`src/rtl/keypad_conditioner.sv`:
```
// Keypad front end: per-key two-flop synchroniser and debouncer, plus a press arbiter
// that emits one pulse per accepted press and flags simultaneous presses.
module keypad_conditioner #(
    parameter int DEBOUNCE_CYCLES = 16,
    parameter int CNT_W           = 5
) (
    input  logic clk,
    input  logic rst,
    input  logic btnA,
    input  logic btnB,
    input  logic btnC,
    input  logic btnD,
    output logic outA,
    output logic outB,
    output logic outC,
    output logic outD,
    output logic conflict,
    output logic key_down
);

    typedef enum logic [0:0] {
        IDLE = 1'b0,
        HELD = 1'b1
    } state_t;

    localparam logic [CNT_W-1:0] CNT_MAX  = CNT_W'(DEBOUNCE_CYCLES - 1);
    localparam logic [CNT_W-1:0] CNT_ZERO = {CNT_W{1'b0}};

    logic [3:0]       btn_s;
    logic [3:0]       sync1_q;
    logic [3:0]       sync2_q;
    logic [3:0]       stable_q;
    logic [3:0]       stable_d;
    logic [CNT_W-1:0] cnt_q [4];
    logic [CNT_W-1:0] cnt_d [4];
    state_t           state_q;
    logic [3:0]       key_q;
    logic             conflict_q;
    logic             key_down_q;

    function automatic logic is_one_hot(input logic [3:0] v);
        return (v != 4'b0000) && ((v & (v - 4'b0001)) == 4'b0000);
    endfunction

    assign btn_s = {btnD, btnC, btnB, btnA};

    // Two-flop synchroniser for the asynchronous button inputs.
    always_ff @(posedge clk or posedge rst) begin
        if (rst) begin
            sync1_q <= 4'b0000;
            sync2_q <= 4'b0000;
        end else begin
            sync1_q <= btn_s;
            sync2_q <= sync1_q;
        end
    end

    // Debounce next state: a level change is accepted only after N consecutive
    // disagreeing samples; any agreeing sample restarts the count.
    always_comb begin
        stable_d = stable_q;
        for (int i = 0; i < 4; i++) begin
            cnt_d[i] = CNT_ZERO;
            if (sync2_q[i] == stable_q[i]) begin
                cnt_d[i] = CNT_ZERO;
            end else if (cnt_q[i] == CNT_MAX) begin
                stable_d[i] = sync2_q[i];
                cnt_d[i]    = CNT_ZERO;
            end else begin
                cnt_d[i] = cnt_q[i] + {{(CNT_W-1){1'b0}}, 1'b1};
            end
        end
    end

    // Debounce state registers.
    always_ff @(posedge clk or posedge rst) begin
        if (rst) begin
            stable_q <= 4'b0000;
            for (int i = 0; i < 4; i++) begin
                cnt_q[i] <= CNT_ZERO;
            end
        end else begin
            stable_q <= stable_d;
            for (int i = 0; i < 4; i++) begin
                cnt_q[i] <= cnt_d[i];
            end
        end
    end

    // Press arbiter: one pulse per press, then wait for every key to be released.
    always_ff @(posedge clk or posedge rst) begin
        if (rst) begin
            state_q    <= IDLE;
            key_q      <= 4'b0000;
            conflict_q <= 1'b0;
            key_down_q <= 1'b0;
        end else begin
            key_down_q <= |stable_q;
            key_q      <= 4'b0000;
            conflict_q <= 1'b0;
            case (state_q)
                IDLE: begin
                    if (is_one_hot(stable_q)) begin
                        key_q   <= stable_q;
                        state_q <= HELD;
                    end else if (stable_q != 4'b0000) begin
                        conflict_q <= 1'b1;
                        state_q    <= HELD;
                    end else begin
                        state_q <= IDLE;
                    end
                end
                HELD: begin
                    if (stable_q == 4'b0000) begin
                        state_q <= IDLE;
                    end else begin
                        state_q <= HELD;
                    end
                end
                default: begin
                    state_q <= IDLE;
                end
            endcase
        end
    end

    assign outA     = key_q[0];
    assign outB     = key_q[1];
    assign outC     = key_q[2];
    assign outD     = key_q[3];
    assign conflict = conflict_q;
    assign key_down = key_down_q;

endmodule

```
`config.mk`:
```
export PLATFORM = sky130hd
export DESIGN_NAME = keypad_conditioner
export DESIGN_NICKNAME = d
export VERILOG_FILES = /design/src/rtl/keypad_conditioner.sv
export SDC_FILE = /design/constraint.sdc
export NUM_CORES = 1
export LEC_CHECK = 0
export BUFFER_PORTS_ARGS = -buffer_cell sky130_fd_sc_hd__buf_2
export CORE_MARGIN = 2
export CORE_UTILIZATION = 53
export DETAILED_ROUTE_END_ITERATION = 10
export PLACE_DENSITY = 0.74
export SLEW_MARGIN = 20
export SYNTH_ARGS = -nofsm -noshare
export SYNTH_HDL_FRONTEND = slang
export SYNTH_SLANG_ARGS = --single-unit
```
`constraint.sdc`:
```
create_clock -name clk -period 1.3 [get_ports clk]
set_input_delay 0.26 -clock clk [delete_from_list [all_inputs] [get_ports clk]]
set_output_delay 0.26 -clock clk [all_outputs]
set_load 0.1 [all_outputs]
```
==> run_results.csv <==
group,metric,value,unit
synth,yosys_warnings,0,
sta,max_freq,804,MHz
grt,grt_pass1_wl,3.72,mm
finish,layout-drive-gt1-share,29.8,%
detailed_routing,finalWirelength,2.11,mm
floorplanning,start_util,54.9,%
grt,gr-total-overflow,0,
place,dp.cells,157,
grt,antenna_found_initial,0,
place,place_congestion,0.755,
finish,fin_util,69.4,%
finish,n_antenna_cell,0,
sta,worstMarginPinSlew,0.303,ns
clocking,cts_tree,"built",
detailed_routing,met1_length,919,um
detailed_routing,drt_iter0_drc,22,
setup_path,critical_path_class,"reg -> reg",
floorplanning,fp.dieW,56.7,um
detailed_routing,routed.top_layer,"met4",
floorplanning,core_area,2690,sq um
sta,maxSlewHeadroom,79.5,%
detailed_routing,drc,0,
power_and_ir_drop,power_leakage,0.950,nW
sta,fin_crit_sh,95.7,%
clocking,numCtsBuffers,5,
min_path,min_to,"sync2_q[1]",
finish,nFillCells,199,
detailed_routing,wl_per_cell,12.3,um
place,hpwl,1.41,mm
detailed_routing,viasPerCell,5.00,
setup_path,reg2reg_to,"stable_q[3]",
clocking,clk_latency,0.34,ns
floorplanning,fp-row-count,19,
setup_path,crit_path_end_kind,"register",
floorplanning,pin_count,12,
min_path,hold_depth,0,
synth,yosys.area.top_type,"dfrtp_1",
floorplanning,die_area,3220,sq um
clocking,clk_pin_slew_worst_paths,0.11,ns
sta,fin_ws,0.0557,ns
finish,layout-area-overhead-vs-synth,26.5,%
sta,clock_skew,0.00565,ns
synth,syn_nets,123,
detailed_routing,wl_met3,100,um
sta,period_needed,1.24,ns
synth,synth_top_area_share,66.2,%
detailed_routing,dr_total_vias,860,
floorplanning,die_h,56.7,um
finish,final_area,1860,sq um
sta,setup_viol,0,
setup_path,rr_startpoint,"cnt_q[0]",
finish,fin_cells,172,
finish,final_net_count,150,
setup_path,r2r_setup_slack,0.06,ns
synth,yosysSeqAreaShare,66.2,%
setup_path,required,1.54,ns
sta,whs,0.362,ns
power_and_ir_drop,ir_drop,1.10,mV
sta,hold_viol_final,0,
synth,synth_top_cells_by_area,"dfrtp_1 (66%), xor2_1 (7.1%), nor2_1 (4.3%)",
place,dp_slack,0.0531,ns
place,io_buffers,11,
power_and_ir_drop,power_density,1130,nW/um^2
clocking,cts_num_sinks,39,
clocking,root_buffer,"clkbuf_4",
min_path,hp-start,"sync1_q[1]",
grt,grt_start_max_net_pins,40,
clocking,htree_levels,2,
flow_run,cap_violations,0,
place,dpl-instance-area,1680,sq um
detailed_routing,drtAntennaViolNets,0,
finish,final_cell_mix,"dfrtp_1 (39), nor2_1 (15), xor2_1 (12), buf_12 (7)",
setup_path,crit_fanout,3,
grt,grtUsageTotal,15.9,%
sta,slew_viol_final,0,
detailed_routing,wl_met2,1.06,mm
synth,postSynthCellCount,113,
clocking,clk_path_buf_depth,2,
finish,final_common_cell,"dfrtp_1",
synth,ys_ff_latch,39,
synth,syn_area_per_cell,13.0,sq um
setup_path,reg2reg_depth,4,
synth,synth_cell_types,20,
min_path,hp-class,"reg -> reg",
grt,grt_pass1_vias,863,
setup_path,critPathArrivalTime,1.48,ns
status,status,"complete, no violations",
setup_path,startpoint_type,"register",
synth,syn_area,1470,sq um
detailed_routing,firstDrtPassIters,4,
==> critical path, cell delays in order, from the launching register on <==
cell	delay, ns
dfrtp_1	0.39
ha_2	0.21
nand3_2	0.09
nor2_1	0.12
mux2_2	0.33
==> area by class of cell <==
cell class	count	area [sq um]	area share, %
Timing Repair Buffer	21	245	13.2
Inverter	5	18.8	1.01
Multi-Input combinational cell	68	517	27.7
Sequential cell	39	976	52.3
Tap cell	31	38.8	2.08
Clock buffer	8	68.8	3.69
==> power breakdown <==
group          total, mW  internal (mW)  switching [mW]
Clock              0.680          0.318           0.361
Sequential          1.29           1.26          0.0330
Combinational      0.129         0.0634          0.0660
Total               2.10           1.64           0.460
==> per-layer routing <==
metal	GRT usage, %	vias to the layer above
met5	0	-
met4	5.98	0
li1	-	422
met3	8.29	5
met2	24.1	16
met1	19.5	417
==> worst max path at each step <==
stage	start	endpoint	slack, ns	depth (start not counted)
2_1_floorplan	cnt_q[5]	stable_q[2]	0.13	4
3_3_place_gp	cnt_q[5]	stable_q[2]	0.09	4
3_5_place_dp	cnt_q[15]	stable_q[0]	0.05	4
4_1_cts	cnt_q[15]	stable_q[0]	0.04	4
5_1_grt	cnt_q[10]	stable_q[1]	-0.005	4
6_report	cnt_q[0]	stable_q[3]	0.06	4
==> cell usage after synthesis <==
cell type,instances
xor2_1,12
or3_4,1
a21oi_1,1
buf_6,1
nor3b_2,2
o21ai_1,1
nor2_1,17
nand3_1,8
a21o_2,1
inv_1,5
ha_1,4
o21ai_0,3
and2_1,4
nor3_1,1
nor4b_1,2
or3_1,2
dfrtp_1,39
and3_1,4
mux2_2,4
or2_4,1
==> logic make-up after synthesis <==
group / Yosys count / share of synthesized area [%]
fa+ha+maj: 4 / 3.40
flops: 39 / 66.2
simple gates: 42 / 15.9
xor+xnor: 12 / 7.13
compound gates: 6 / 2.29
buf+inv: 6 / 2.04
mux: 4 / 3.06
==> registers in the layout, summed over array words and instances, names as in the netlist <==
signal and count:
conflict 1, stable_q 4, key_down 1, key_q 4, state_q 1, sync1_q 4, sync2_q 4, cnt_q 20
==> timing repair <==
action | 4_1_cts | 5_1_grt
setup endpoints to repair | 0 | 12
resized for setup | 0 | 15
hold endpoints to repair | 39 | 4
buffers inserted | 0 | 2
hold buffers | 1 | 4
==> metrics by stage <==
step / TNS [ns] / power (mW)
floorplan: 0 / 1.38
finish: 0 / 2.10
global placement: 0 / 1.41
detailed placement: 0 / 1.42
CTS: 0 / 2.10
global route: -0.00500 / 2.22
(Power assumes the default switching activity.)
